`config.mk`:
```
export PLATFORM = sky130hd
export DESIGN_NAME = ex_div_unit_flat
export DESIGN_NICKNAME = d
export VERILOG_FILES = /design/src/rtl/ex_div_unit_pkg.sv /design/src/rtl/ex_div_unit_if.sv /design/src/rtl/ex_div_unit_div_step.sv /design/src/rtl/ex_div_unit.sv /design/src/flat_wrapper.sv
export SDC_FILE = /design/constraint.sdc
export NUM_CORES = 1
export LEC_CHECK = 0
export BUFFER_PORTS_ARGS = -buffer_cell sky130_fd_sc_hd__buf_2
export CORE_MARGIN = 2
export CORE_UTILIZATION = 60
export DETAILED_ROUTE_END_ITERATION = 10
export MAX_ROUTING_LAYER = met4
export PLACE_DENSITY = 0.8
export SLEW_MARGIN = 15
export SYNTH_ARGS = -nofsm -noshare
export SYNTH_HDL_FRONTEND = slang
export SYNTH_SLANG_ARGS = --single-unit
```
`constraint.sdc`:
```
create_clock -name clk -period 13.4 [get_ports clk]
set_input_delay 2.68 -clock clk [delete_from_list [all_inputs] [get_ports clk]]
set_output_delay 2.68 -clock clk [all_outputs]
set_load 0.05 [all_outputs]
```
`src/rtl/ex_div_unit_pkg.sv`:
```
// Shared constants, state encoding and datapath types for the EX-stage divide unit.
package ex_div_unit_pkg;

  localparam int unsigned XLEN_W = 32;
  localparam int unsigned REM_W  = XLEN_W + 1;
  localparam int unsigned CNT_W  = 5;
  localparam int unsigned OP_W   = 2;

  localparam logic [OP_W-1:0] DIV_OP_DIV  = 2'b00;
  localparam logic [OP_W-1:0] DIV_OP_DIVU = 2'b01;
  localparam logic [OP_W-1:0] DIV_OP_REM  = 2'b10;
  localparam logic [OP_W-1:0] DIV_OP_REMU = 2'b11;

  typedef enum logic [1:0] {
    ST_IDLE = 2'd0,
    ST_CALC = 2'd1,
    ST_DONE = 2'd2
  } div_state_e;

  // Partial remainder and quotient shifted together as one register pair
  typedef struct packed {
    logic [REM_W-1:0]  rem;
    logic [XLEN_W-1:0] quo;
  } div_acc_t;

  function automatic logic is_signed_op(input logic [OP_W-1:0] op);
    return ~op[0];
  endfunction

  function automatic logic is_rem_op(input logic [OP_W-1:0] op);
    return op[1];
  endfunction

  function automatic logic [XLEN_W-1:0] neg_if(input logic neg, input logic [XLEN_W-1:0] v);
    return neg ? XLEN_W'(-v) : v;
  endfunction

endpackage

```
`src/rtl/ex_div_unit_if.sv`:
```
// Request/response bundle between the EX stage and the divide unit.
interface ex_div_unit_if;
  import ex_div_unit_pkg::*;

  logic              start;
  logic [OP_W-1:0]   div_op;
  logic [XLEN_W-1:0] rs1_data;
  logic [XLEN_W-1:0] rs2_data;
  logic              flush;
  logic              busy;
  logic              done;
  logic [XLEN_W-1:0] div_result;

  modport master (
    output start, div_op, rs1_data, rs2_data, flush,
    input  busy, done, div_result
  );

  modport slave (
    input  start, div_op, rs1_data, rs2_data, flush,
    output busy, done, div_result
  );

endinterface

```
`src/rtl/ex_div_unit_div_step.sv`:
```
// One radix-2 restoring iteration: shift {rem, quo}, trial-subtract, keep or restore.
module div_step
  import ex_div_unit_pkg::*;
(
  input  div_acc_t          acc,
  input  logic [XLEN_W-1:0] divisor,
  output div_acc_t          acc_next
);

  logic [REM_W-1:0]  rem_sh;
  logic [XLEN_W-1:0] quo_sh;
  logic [REM_W:0]    diff;

  always_comb begin
    // rem never exceeds the divisor, so its top bit is always shifted out as zero
    rem_sh        = REM_W'({acc.rem, acc.quo[XLEN_W-1]});
    quo_sh        = {acc.quo[XLEN_W-2:0], 1'b0};
    diff          = {1'b0, rem_sh} - {2'b00, divisor};
    acc_next.rem  = rem_sh;
    acc_next.quo  = quo_sh;
    if (!diff[REM_W]) begin
      acc_next.rem = diff[REM_W-1:0];
      acc_next.quo = {quo_sh[XLEN_W-1:1], 1'b1};
    end
  end

endmodule

```
`src/rtl/ex_div_unit.sv`:
```
// Iterative RV32M DIV/DIVU/REM/REMU unit; stalls the pipeline while iterating.
module ex_div_unit
  import ex_div_unit_pkg::*;
#(
  parameter int unsigned XLEN = 32
) (
  input  logic          clk,
  input  logic          reset,
  ex_div_unit_if.slave  bus
);

  div_state_e      state_q, state_d;
  logic [OP_W-1:0] op_q, op_d;
  logic            neg_quo_q, neg_quo_d;
  logic            neg_rem_q, neg_rem_d;
  logic [XLEN-1:0] divisor_q, divisor_d;
  div_acc_t        acc_q, acc_d, acc_step;
  logic [CNT_W-1:0] count_q, count_d;
  logic [XLEN-1:0] result_q, result_d;
  logic            done_q, done_d;

  logic            signed_op;
  logic            a_neg, b_neg;
  logic [XLEN-1:0] a_mag, b_mag;
  logic            div_zero, overflow;
  logic [XLEN-1:0] fin_quo, fin_rem;

  div_step u_div_step (
    .acc      (acc_q),
    .divisor  (divisor_q),
    .acc_next (acc_step)
  );

  // Operand classification for the accept cycle
  always_comb begin
    signed_op = is_signed_op(bus.div_op);
    a_neg     = signed_op & bus.rs1_data[XLEN-1];
    b_neg     = signed_op & bus.rs2_data[XLEN-1];
    a_mag     = a_neg ? XLEN'(-bus.rs1_data) : bus.rs1_data;
    b_mag     = b_neg ? XLEN'(-bus.rs2_data) : bus.rs2_data;
    div_zero  = (bus.rs2_data == '0);
    overflow  = signed_op && (bus.rs1_data == {1'b1, {(XLEN-1){1'b0}}})
                          && (bus.rs2_data == '1);
    fin_quo   = neg_if(neg_quo_q, acc_step.quo);
    fin_rem   = neg_if(neg_rem_q, acc_step.rem[XLEN-1:0]);
  end

  always_comb begin
    state_d   = state_q;
    op_d      = op_q;
    neg_quo_d = neg_quo_q;
    neg_rem_d = neg_rem_q;
    divisor_d = divisor_q;
    acc_d     = acc_q;
    count_d   = count_q;
    result_d  = result_q;

    unique case (state_q)
      ST_IDLE: begin
        if (bus.start && !bus.flush) begin
          op_d      = bus.div_op;
          neg_quo_d = a_neg ^ b_neg;
          neg_rem_d = a_neg;
          divisor_d = b_mag;
          acc_d.quo = a_mag;
          acc_d.rem = '0;
          if (div_zero) begin
            result_d = is_rem_op(bus.div_op) ? bus.rs1_data : '1;
            state_d  = ST_DONE;
          end else if (overflow) begin
            result_d = is_rem_op(bus.div_op) ? '0 : {1'b1, {(XLEN-1){1'b0}}};
            state_d  = ST_DONE;
          end else begin
            count_d  = CNT_W'(XLEN - 1);
            state_d  = ST_CALC;
          end
        end
      end
      ST_CALC: begin
        acc_d = acc_step;
        if (count_q == '0) begin
          result_d = is_rem_op(op_q) ? fin_rem : fin_quo;
          state_d  = ST_DONE;
        end else begin
          count_d  = count_q - CNT_W'(1);
        end
      end
      ST_DONE: state_d = ST_IDLE;
      default: state_d = ST_IDLE;
    endcase

    // A flushed instruction never completes and leaves the last result intact
    if (bus.flush) begin
      state_d  = ST_IDLE;
      result_d = result_q;
    end

    done_d = (state_d == ST_DONE);
  end

  always_ff @(posedge clk) begin
    if (!reset) begin
      state_q   <= ST_IDLE;
      op_q      <= '0;
      neg_quo_q <= 1'b0;
      neg_rem_q <= 1'b0;
      divisor_q <= '0;
      acc_q     <= '0;
      count_q   <= '0;
      result_q  <= '0;
      done_q    <= 1'b0;
    end else begin
      state_q   <= state_d;
      op_q      <= op_d;
      neg_quo_q <= neg_quo_d;
      neg_rem_q <= neg_rem_d;
      divisor_q <= divisor_d;
      acc_q     <= acc_d;
      count_q   <= count_d;
      result_q  <= result_d;
      done_q    <= done_d;
    end
  end

  assign bus.busy       = ((state_q == ST_IDLE) && bus.start && !bus.flush) || (state_q == ST_CALC);
  assign bus.done       = done_q;
  assign bus.div_result = result_q;

endmodule

```
`src/flat_wrapper.sv`:
```
// flat-port wrapper written by rule: the top's interface ports become plain ports
module ex_div_unit_flat import ex_div_unit_pkg::*;
#(
  parameter int unsigned XLEN = 32
)
  (clk, reset, bus_start, bus_div_op, bus_rs1_data, bus_rs2_data, bus_flush, bus_busy, bus_done, bus_div_result);
  ex_div_unit_if bus_i ();
  input  logic clk;
  input  logic reset;
  input wire logic [$bits(bus_i.start)-1:0] bus_start;
  input wire logic [$bits(bus_i.div_op)-1:0] bus_div_op;
  input wire logic [$bits(bus_i.rs1_data)-1:0] bus_rs1_data;
  input wire logic [$bits(bus_i.rs2_data)-1:0] bus_rs2_data;
  input wire logic [$bits(bus_i.flush)-1:0] bus_flush;
  output wire logic [$bits(bus_i.busy)-1:0] bus_busy;
  output wire logic [$bits(bus_i.done)-1:0] bus_done;
  output wire logic [$bits(bus_i.div_result)-1:0] bus_div_result;
  assign bus_i.start = bus_start;
  assign bus_i.div_op = bus_div_op;
  assign bus_i.rs1_data = bus_rs1_data;
  assign bus_i.rs2_data = bus_rs2_data;
  assign bus_i.flush = bus_flush;
  assign bus_busy = bus_i.busy;
  assign bus_done = bus_i.done;
  assign bus_div_result = bus_i.div_result;
  ex_div_unit #(.XLEN(XLEN)) u_core (.clk(clk), .reset(reset), .bus(bus_i));
endmodule
```
==> metrics.md, run 1 <==
| Metric | Value |
|---|---|
| Syn-to-layout area delta | `9.180%` |
| Min-delay worst type | `reg -> reg` |
| Total Power | `about 1200 uW` |
| Most common cell after layout, fill and taps aside | `nor2_1` |
| Final core occ | `between 60 and 70%` |
| Syn nets | `approximately 1,700` |
| Largest net degree at the start of global routing | `96` |
| RSZ-0062 raised after global routing | `no` |
| CP Data Arrival Time | `between 3 and 4 ns` |
| Number of max-cap violations | `0` |
| Post-CTS setup buffers | `0` |
| Post-DP HPWL | `27,500 um` |
| Final setup TNS | `0 ns` |
| Pre-antenna DRT Iters | `6` |
| Post-route cell area | `~13,000 um^2` |
| Flop-to-flop setup slack | `roughly 7.7 ns` |
| CTS buffer count | `17` |
| Number of global-route vias before repair | `around 11,000` |
| Ports | `approximately 100` |
| Starting density of the core | `~60%` |
| DR vias/cell | `roughly 6.8` |
| Post-layout min period | `between 6 and 7 ns` |
| # resized after CTS | `0` |
| CTS tree | `yes` |
| Slew @ Worst Pin | `~1.1 ns` |
| H-tree depth reported by CTS | `4` |
| Post-Layout Cell Count | `1,879` |
| Worst hold path depth | `2` |
| Leading area contributor after synthesis | `dfxtp_1` |
| Antenna Cells | `0` |
| Routed length per placed instance | `20.25 um` |
| Port bufs | `between 100 and 150` |
| P_leak | `~0.0049 uW` |
| Die height | `about 140 um` |
| Cells along the critical path | `buf_2 > nor4b_2 > nor2_4 > inv_1 > buf_2` |
| Row Count | `50` |
| Relative slew slack | `between 20% and 30%` |
| Setup-failing EPs final | `0` |
| Final Wtd Congestion | `around 1.0` |
| Depth of the most critical reg-to-reg path | `17` |
| Yosys cell types | `84` |
| Required time of the critical path | `10.72 ns` |
| Fin crit share | `roughly 50%` |
| Via count | `12,700` |
| Post-synthesis sequential area ratio | `approximately a quarter` |
| CP most frequent cell | `buf_2` |
| Synth Area per Inst | `between 7 and 8 um^2` |
| Most frequent cells in the layout | `179 x nor2_1, 162 x nand2_1, 154 x a21oi_1, 139 x dfxtp_1, 106 x o21ai_0` |
| Status | `completed` |
| Antenna violations before repair | `0` |
| Highest Clock Rate | `between 0.15 and 0.2 GHz` |
| Skew-Pair Late Insertion Delay | `about 0.44 ns` |
| VDD IR-drop max | `just over 0.00009 V` |
| Congestion Overflow GR | `0` |
| Core ar. | `roughly 19,000 um^2` |
| DR iter-0 viols | `1,470` |
| Routed wire length | `38,060 um` |
| Number of flops mapped to enable cells by yosys | `0` |
| Ys Warns | `0` |
| CP Capture Type | `primary output` |
| Worst path slowest cell | `nor4b_2` |
| Fin nets | `approximately 1,700` |
| Die X | `~140 um` |
| Placed cell area | `12,040 um^2` |
| Worst-path fanout max | `6` |
| Total global routing track utilization | `a little under two fifths` |
| Synthesis-stage register bit count | `around 140` |
| Routed Antenna Nets | `0` |
| Overall die area | `approximately 20,000 um^2` |
| Final Hold Fails | `0` |
| Clock tree buffer depth | `2` |
| Critical path class | `in -> out` |
| Share of layout cells above drive strength 1 | `between 10% and 20%` |
| Pwr/cell area | `between 90 and 100 nW/um^2` |
| Startpoint Class | `input port` |
| Final Slew Violations | `0` |
| # DRC | `0` |
| Top cells by area, synth | `dfxtp_1 24%, a21oi_1 6.7%, nor2_1 5.9%, nand2_1 5.3%, xor2_1 4.8%` |
| Placed insts | `between 1,500 and 2,000` |
| Ys async rst share | `0%` |
| CTS root buf | `clkbuf_16` |
| Post-Synthesis Cells | `~1,600` |
| Mapped Area | `roughly 12,000 um^2` |
| Worst stage delay on the critical path | `roughly 0.71 ns` |
| Post-synth top flop | `dfxtp_1` |
| Skew final | `between 0.01 and 0.015 ns` |
| Num Clock Sinks | `around 140` |
| Synth top area share | `24.10%` |
| Worst-path clk slew | `approximately 0.06 ns` |
| Hold-fix buffers at CTS | `0` |
| First-pass GRT wire length | `roughly 60,000 um` |
state kept, by name (all words and copies together), names as in the netlist:
| register | count |
|---|---|
| u_core.acc_q | 64 |
| u_core.bus.div_result | 32 |
| u_core.bus.done | 1 |
| u_core.count_q | 5 |
| u_core.divisor_q | 32 |
| u_core.neg_quo_q | 1 |
| u_core.neg_rem_q | 1 |
| u_core.op_q | 1 |
| u_core.state_q | 2 |
power by group:
part | total (uW) | internal, uW | switching (uW)
Clock | 461 | 249 | 212
Sequential | 446 | 429 | 16.6
Combinational | 298 | 103 | 195
cell usage after synthesis (all sizes together) (38+ instances only):
library cell and count:
o21ai 113, xor2 63, a22oi 44, inv 58, clkbuf 83, nor2 181, ha 38, dfxtp 139
a211oi 43, xnor2 50, nand2 163, a21oi 154
metrics by stage:
| step | setup WS [ns] | hold slack (ns) |
|---|---|---|
| final | 6.772 | 0.4541 |
| after CTS | 6.851 | 0.4591 |
| after floorplan | 6.589 | 0.4319 |
| after global routing | 6.749 | 0.4923 |
| after global placement | 6.869 | 0.4411 |
| after detailed placement | 6.822 | 0.4496 |
metal layers:
metal  up-vias  part of all wire [%]  GRT usage, %
li1       5978                     -             -
met1      5907                    42         50.08
met2       697                    44         58.10
met3       122                    10         6.774
met4         0                   4.0         16.00
met5         -                     0             -
cell families after synthesis:
| family | count (synthesis) | share of synthesized area (%) |
|---|---|---|
| flip-flops | 139 | 24.10 |
| adder cells (fa/ha/maj) | 39 | 4.292 |
| buffers and inverters | 164 | 5.527 |
| XOR/XNOR | 113 | 8.573 |
| AO/OA/AOI/OAI | 545 | 30.60 |
| multiplexers | 27 | 2.373 |
| AND/OR/NAND/NOR | 578 | 24.54 |
path summary, 6_finish.rpt:
check / startpoint / end
worst max-delay path: bus_flush / bus_busy
worst min-delay path: u_core.divisor_q[31] / u_core.divisor_q[31]
worst max register to register: u_core.divisor_q[28] / u_core.bus.div_result[22]
worst min register to register: u_core.divisor_q[31] / u_core.divisor_q[31]
worst max-delay path: cells and delay by family:
kind / cells / cell delay [ns]
buffers and inverters: 3 / 0.47
AND/OR/NAND/NOR: 2 / 0.78
area by class of cell:
cell class	count	area [um^2]
fill	1705	6163
sequential	139	2783
clock inverter	14	123.9
inverter	59	225.2
multi-input combinational	1302	8150
tap	234	292.8
timing repair buffer	113	590.6
clock buffer	18	439.2
No activity file was read; power rests on OpenSTA's default activity.
==> inputs of run 2 (changes only) <==
- clock period: 13.4 -> 6.6 ns (I/O delays scaled with it)
==> run 2 against run 1 <==
Compared with the run above: combinational power increased by 100%; sequential share of layout area about the same; cell count unchanged.
==> metrics.md, run 2 (same netlist as run 1, synthesis figures left out) <==
| Metric | Value |
|---|---|
| Status | `completed` |
| CP Data Arrival Time | `5.38 ns (+1.43 ns)` |
| Fin crit share | `between 70% and 80%` |
| # resized after CTS | `0 (unchanged)` |
| Row Count | `50 (unchanged)` |
| Antenna Cells | `0 (unchanged)` |
| Final Hold Fails | `0 (unchanged)` |
| Startpoint Class | `flip-flop` |
| Placed cell area | `12,040 um^2 (unchanged)` |
| Post-layout min period | `slightly above 5 ns` |
| Final Slew Violations | `0 (unchanged)` |
| Pre-antenna DRT Iters | `7 (+1)` |
| Syn-to-layout area delta | `9.190% (about the same)` |
| Num Clock Sinks | `139 (unchanged)` |
| Antenna violations before repair | `0 (unchanged)` |
| Share of layout cells above drive strength 1 | `10.64% (unchanged)` |
| Starting density of the core | `61.51% (unchanged)` |
| Worst-path fanout max | `44 (+38)` |
| Worst stage delay on the critical path | `0.65 ns (-0.06 ns)` |
| Critical path class | `reg -> reg` |
| Routed length per placed instance | `20.31 um (+0.26%)` |
| Min-delay worst type | `reg -> reg` |
| Slew @ Worst Pin | `1.093 ns (-0.03229 ns)` |
| CP most frequent cell | `a21oi_1` |
| Filler cells | `1,660 (-2.6%)` |
| Skew-Pair Late Insertion Delay | `0.44 ns (about the same)` |
| Ports | `104 (unchanged)` |
| Final setup TNS | `0 ns (unchanged)` |
| RSZ-0062 raised after global routing | `no` |
| Number of max-cap violations | `0 (unchanged)` |
| Final core occ | `67.17% (about the same)` |
| Max FFs per register | `64 (unchanged)` |
| Via count | `12,760 (+0.46%)` |
| Required time of the critical path | `6.92 ns (-3.80 ns)` |
| DR iter-0 viols | `1,812 (+23%)` |
| Overall die area | `20,370 um^2 (unchanged)` |
| CTS tree | `yes` |
| Skew final | `0.01329 ns (+0.0002076 ns)` |
| Post-route cell area | `12,610 um^2 (about the same)` |
| Fin nets | `1,741 (unchanged)` |
| DR vias/cell | `6.792 (+0.46%)` |
| Hold slack | `0.4726 ns (+0.01848 ns)` |
| Die height | `142.7 um (unchanged)` |
| Most frequent cells in the layout | `179 x nor2_1, 162 x nand2_1, 154 x a21oi_1, 139 x dfxtp_1, 106 x o21ai_0` |
| # DRC | `0 (unchanged)` |
| Highest Clock Rate | `0.1976 GHz` |
| P_leak | `0.004847 uW (about the same)` |
| H-tree depth reported by CTS | `4 (unchanged)` |
| Congestion Overflow GR | `0 (unchanged)` |
| CTS buffer count | `17 (unchanged)` |
| Post-CTS setup buffers | `0 (unchanged)` |
| Cells along the critical path | `inv_1 > ha_1 > a21oi_1 > o21ai_1 > a2111oi_1 > and3_1 > nand2_4 > inv_4 > ha_1 > nand3b_1 > or3_1 > o31ai_1 > xor2_1 > mux2i_1 > a21oi_1 > a21oi_1` |
| Die X | `142.7 um (unchanged)` |
| VDD IR-drop max | `0.0001808 V (+100%)` |
| Clock tree buffer depth | `2 (unchanged)` |
| First-pass GRT wire length | `60,430 um (+1.3%)` |
| CP Capture Type | `flip-flop` |
| Routed Antenna Nets | `0 (unchanged)` |
| Most common cell after layout, fill and taps aside | `nor2_1` |
| Final Wtd Congestion | `1.026 (+2.6%)` |
| Largest net degree at the start of global routing | `96 (unchanged)` |
| CTS root buf | `clkbuf_16` |
| Setup-failing EPs final | `0 (unchanged)` |
| Routed wire length | `38,160 um (+0.26%)` |
| Most flop-heavy register | `u_core.acc_q` |
| Worst path slowest cell | `and3_1` |
| Relative slew slack | `27.01% (+2.2 points)` |
| Port bufs | `103 (unchanged)` |
| Number of global-route vias before repair | `11,560 (+2.2%)` |
| Pwr/cell area | `195.6 nW/um^2 (+100%)` |
| Post-DP HPWL | `27,460 um (-0.13%)` |
| Total global routing track utilization | `38.30% (+0.13 points)` |
| Hold-fix buffers at CTS | `0 (unchanged)` |
| Core ar. | `18,770 um^2 (unchanged)` |
| Worst-path clk slew | `0.07 ns (about the same)` |
[run 2: changes by cell type in the layout (fill, tap and decap cells not counted), sizes merged]
cell and delta:
inv -1, clkinvlp +1
[run 2: area by class of cell]
cell class	instances	area (um^2)	area share, %
inverters	59	225.2	1.787
flip-flops and latches	139	2783	22.07
multi-input cells	1302	8150	64.66
clock buffers	18	439.2	3.484
repair buffers	113	590.6	4.685
well taps	234	292.8	2.323
clock inverters	14	125.1	0.9926
[run 2: worst paths after layout]
kind	from	end	slack, ns	depth (start not counted)
worst max-delay path	u_core.divisor_q[28]	u_core.bus.div_result[12]	1.54	16
worst min-delay path	u_core.divisor_q[22]	u_core.divisor_q[22]	0.47	2
worst max register to register	u_core.divisor_q[28]	u_core.bus.div_result[12]	1.54	16
worst min register to register	u_core.divisor_q[22]	u_core.divisor_q[22]	0.47	2
[run 2: through the flow]
stage / power [uW] / cells / setup slack (ns)
3_3_place_gp: 1496 / 1847 / 1.426
5_1_grt: 2557 / 1879 / 1.194
2_1_floorplan: 1336 / 1605 / 2.113
3_5_place_dp: 1508 / 1847 / 1.252
6_report: 2466 / 1879 / 1.540
4_1_cts: 2442 / 1879 / 1.679
[run 2: metal layers]
metal	global-route usage [%]	wire length (um)	vias up
met1	49.61	15670	5892
met3	7.881	4093	136
met4	15.16	1621	0
li1	-	-	5977
met5	-	0	-
met2	58.65	16770	758
[run 2: power by group]
| group | total (uW) | leakage, uW | internal (uW) | switching (uW) |
|---|---|---|---|---|
| sequential | 903 | 0.00113 | 871 | 31.9 |
| combinational | 609 | 0.00344 | 210 | 399 |
| clock | 955 | 0.000272 | 507 | 448 |
| total | 2470 | 0.00485 | 1590 | 879 |
[run 2: worst max-delay path, delay by kind of cell, from the launching register on]
kind | cells | cell delay, ns
fa+ha+maj | 2 | 0.82
mux | 1 | 0.11
xor+xnor | 1 | 0.22
buf+inv | 2 | 0.47
flops | 1 | 0.33
compound gates | 6 | 1.56
simple gates | 4 | 1.41
==> inputs of run 3 (changes only) <==
- ABC_AREA: not set -> 1
- CORE_UTILIZATION: 60 -> 56
- PLACE_DENSITY: 0.8 -> 0.78
- clock period: 6.6 -> 4.6 ns (I/O delays scaled with it)
==> run 3 against run 2 <==
Compared with the run above: via count rose by 17%; clock-buffer cell count rose by 1; clock skew fell by 0.0012 ns; largest cell class unchanged; fmax rose by 21%; highest routed layer unchanged.
==> metrics.md, run 3 <==
| Metric | Value |
|---|---|
| Pwr/cell area | `284.0 nW/um^2 (+45%)` |
| Pre-CTS setup slack | `0.4504 ns (-0.8012 ns)` |
| Required time of the critical path | `4.97 ns (-1.95 ns)` |
| # DRC | `0 (unchanged)` |
| Skew-Pair Late Insertion Delay | `0.43 ns (about the same)` |
| Synth Area per Inst | `5.740 um^2 (-20%)` |
| Placed insts | `2,547 (+38%)` |
| Number of global-route vias before repair | `13,060 (+13%)` |
| Total Power | `3993 uW (+62%)` |
| Wire length on met1 | `18,970 um (+21%)` |
| Die X | `154.9 um (+8.5%)` |
| Mapped Area | `12,750 um^2 (+10%)` |
| Clock tree buffer depth | `2 (unchanged)` |
| Total global routing track utilization | `36.68% (-1.6 points)` |
| Ys async rst share | `0% (unchanged)` |
| Congestion Overflow GR | `0 (unchanged)` |
| Filler cells | `2,239 (+35%)` |
| Synth top area share | `21.82% (-2.3 points)` |
| Post-synth top flop | `dfxtp_1` |
| Core ar. | `22,500 um^2 (+20%)` |
| Number of flops mapped to enable cells by yosys | `0 (unchanged)` |
| Setup-failing EPs final | `0 (unchanged)` |
| Most common cell in the netlist | `nand2_1` |
| Die height | `154.9 um (+8.5%)` |
| Most flop-heavy register | `u_core.acc_q` |
| Worst-path fanout max | `43 (-2.3%)` |
| Row Count | `55 (+10%)` |
| Crit path setup slack, layout | `0.4227 ns (-1.117 ns)` |
| Fin nets | `2,390 (+37%)` |
| Via count | `14,880 (+17%)` |
| Overall die area | `24,000 um^2 (+18%)` |
| Antenna Cells | `0 (unchanged)` |
| Pre-antenna DRT Iters | `9 (+2)` |
| Status | `completed` |
| Top cells by area, synth | `dfxtp_1 22%, nand2_1 19%, inv_1 8.6%, a21oi_1 6.6%, nand3_1 6.4%` |
| P_leak | `0.007000 uW (+44%)` |
| Met3 wire length | `4984 um (+22%)` |
| Top routing layer used | `met4` |
| DR vias/cell | `5.773 (-15%)` |
| Syn-to-layout area delta | `10.23%` |
| Num Clock Sinks | `139 (unchanged)` |
| Routed wire length | `43,340 um (+14%)` |
| Starting density of the core | `56.68% (-4.8 points)` |
| Ys Warns | `0 (unchanged)` |
| Fin crit share | `90.81% (+14 points)` |
| Synthesis-stage register bit count | `139 (unchanged)` |
| Ports | `104 (unchanged)` |
| Routed length per placed instance | `16.81 um (-17%)` |
| Syn nets | `2,331 (+36%)` |
| Antenna violations before repair | `0 (unchanged)` |
| Post-Synthesis Cells | `2,222 (+38%)` |
| H-tree depth reported by CTS | `4 (unchanged)` |
| Post-Layout Cell Count | `2,578 (+37%)` |
| First-pass GRT wire length | `67,930 um (+12%)` |
| Leading area contributor after synthesis | `dfxtp_1` |
| Max FFs per register | `64 (unchanged)` |
| WL met2 | `18,160 um (+8.3%)` |
| CTS root buf | `clkbuf_16` |
| Number of max-cap violations | `0 (unchanged)` |
| Top cells by count, synth | `643 x nand2_1, 292 x inv_1, 202 x nor2_1` |
| Yosys cell types | `55 (-35%)` |
| Critical path class | `reg -> reg` |
| Worst hold path depth | `2 (unchanged)` |
| Largest net degree at the start of global routing | `68 (-29%)` |
| Post-DP HPWL | `33,360 um (+21%)` |
| Final Hold Fails | `0 (unchanged)` |
| Relative slew slack | `35.21% (+8.2 points)` |
| Port bufs | `103 (unchanged)` |
| CTS buffer count | `17 (unchanged)` |
| Routed Antenna Nets | `0 (unchanged)` |
| Final setup TNS | `0 ns (unchanged)` |
| Min-delay worst type | `reg -> reg` |
| Slew @ Worst Pin | `0.9708 ns (-0.1225 ns)` |
| CTS tree | `yes` |
| Share of layout cells above drive strength 1 | `11.21% (+0.57 points)` |
| Most frequent cells in the layout | `643 x nand2_1, 292 x inv_1, 198 x nor2_1, 169 x a21oi_1, 163 x nand3_1` |
| VDD IR-drop max | `0.0002757 V (+53%)` |
| Depth of the most critical reg-to-reg path | `19 (+3)` |
| CP Data Arrival Time | `4.55 ns (-0.83 ns)` |
| Most common cell after layout, fill and taps aside | `nand2_1` |
| Highest Clock Rate | `0.2394 GHz (+21%)` |
| Post-synthesis sequential area ratio | `21.82% (-2.3 points)` |
| Worst-path clk slew | `0.07 ns (about the same)` |
| DR iter-0 viols | `1,827 (+0.83%)` |
| CP Capture Type | `flip-flop` |
| Skew final | `0.01206 ns (-0.001226 ns)` |
| Final Slew Violations | `0 (unchanged)` |
| Startpoint Class | `flip-flop` |
| Post-layout min period | `4.177 ns (-0.8826 ns)` |
| Final Wtd Congestion | `1.016 (-1.0%)` |
| RSZ-0062 raised after global routing | `no` |
run 3: cell types whose count changed after synthesis, moves of 21 or more:
cell	before	now
or3_1	23	2
xor2_1	63	36
nand2_1	162	643
xnor2_1	50	10
nor2_1	180	202
mux2i_1	24	0
o21ai_0	106	153
inv_1	57	292
nand2_2	0	26
a22oi_1	44	0
a211oi_1	43	1
nand3_1	26	163
clkbuf_1	83	61
run 3: cells by family (layout without fill, tap and decap cells):
| family | count (synthesis) | in the layout | share of synthesized area (%) |
|---|---|---|---|
| xor+xnor | 46 | 46 | 3.159 |
| simple gates | 1195 | 1195 | 41.38 |
| flops | 139 | 139 | 21.82 |
| compound gates | 414 | 414 | 17.69 |
| buf+inv | 389 | 460 | 12.07 |
| fa+ha+maj | 39 | 39 | 3.885 |
run 3: cell type report:
| type | instances | area, um^2 | area share (%) |
|---|---|---|---|
| clock buffer | 19 | 432.9 | 3.079 |
| multi-input combinational | 1694 | 8471 | 60.25 |
| sequential | 139 | 2783 | 19.79 |
| tap | 285 | 356.6 | 2.536 |
| clock inverter | 12 | 190.2 | 1.353 |
| inverter | 303 | 1137 | 8.090 |
| timing repair buffer | 126 | 688.2 | 4.895 |
run 3: final timing paths:
path                              from                   endpoint  slack, ns
max reg2reg       u_core.divisor_q[19]  u_core.bus.div_result[11]       0.42
min          u_core.bus.div_result[27]  u_core.bus.div_result[27]       0.46
min reg2reg  u_core.bus.div_result[27]  u_core.bus.div_result[27]       0.46
max               u_core.divisor_q[19]  u_core.bus.div_result[11]       0.42
run 3: critical path, stage by stage (launching register included):
cell and delay [ns]:
dfxtp_1 0.33, inv_1 0.09, ha_1 0.39, nand2_1 0.13
nor2_1 0.22, nand2_1 0.11, nor2_1 0.32, nand2_8 0.20
nand2_8 0.13, buf_4 0.47, nand2_1 0.16, nand2_2 0.14
nand3_4 0.11, nor2_4 0.18, a21oi_1 0.11, nand2_1 0.09
nand2_1 0.04, o21ai_0 0.62, a21oi_1 0.13, nor2_1 0.12
run 3: stage by stage:
step	hold WS (ns)	utilization, %	cell area, um^2
after global routing	0.4839	62.47	14060
final	0.4607	62.47	14060
after CTS	0.4639	62.41	14040
after global placement	0.4502	59.64	13420
after detailed placement	0.4536	59.64	13420
after floorplan	0.4453	-	12750
run 3: routing by layer:
metal	up-vias	track usage, %
met3	92	8.134
li1	7326	-
met2	776	52.91
met5	-	-
met4	0	11.95
met1	6689	50.88
run 3: power by group:
group	switching, uW	internal [uW]
registers	46.1	1260
clock network	603	915
logic	823	350
total	1470	2520
run 3: what timing repair did:
item | in CTS | in global routing
resized for setup | 0 | 2
hold buffers | 0 | 0
endpoints found under the setup margin | 0 | 2
setup buffers | 0 | 0
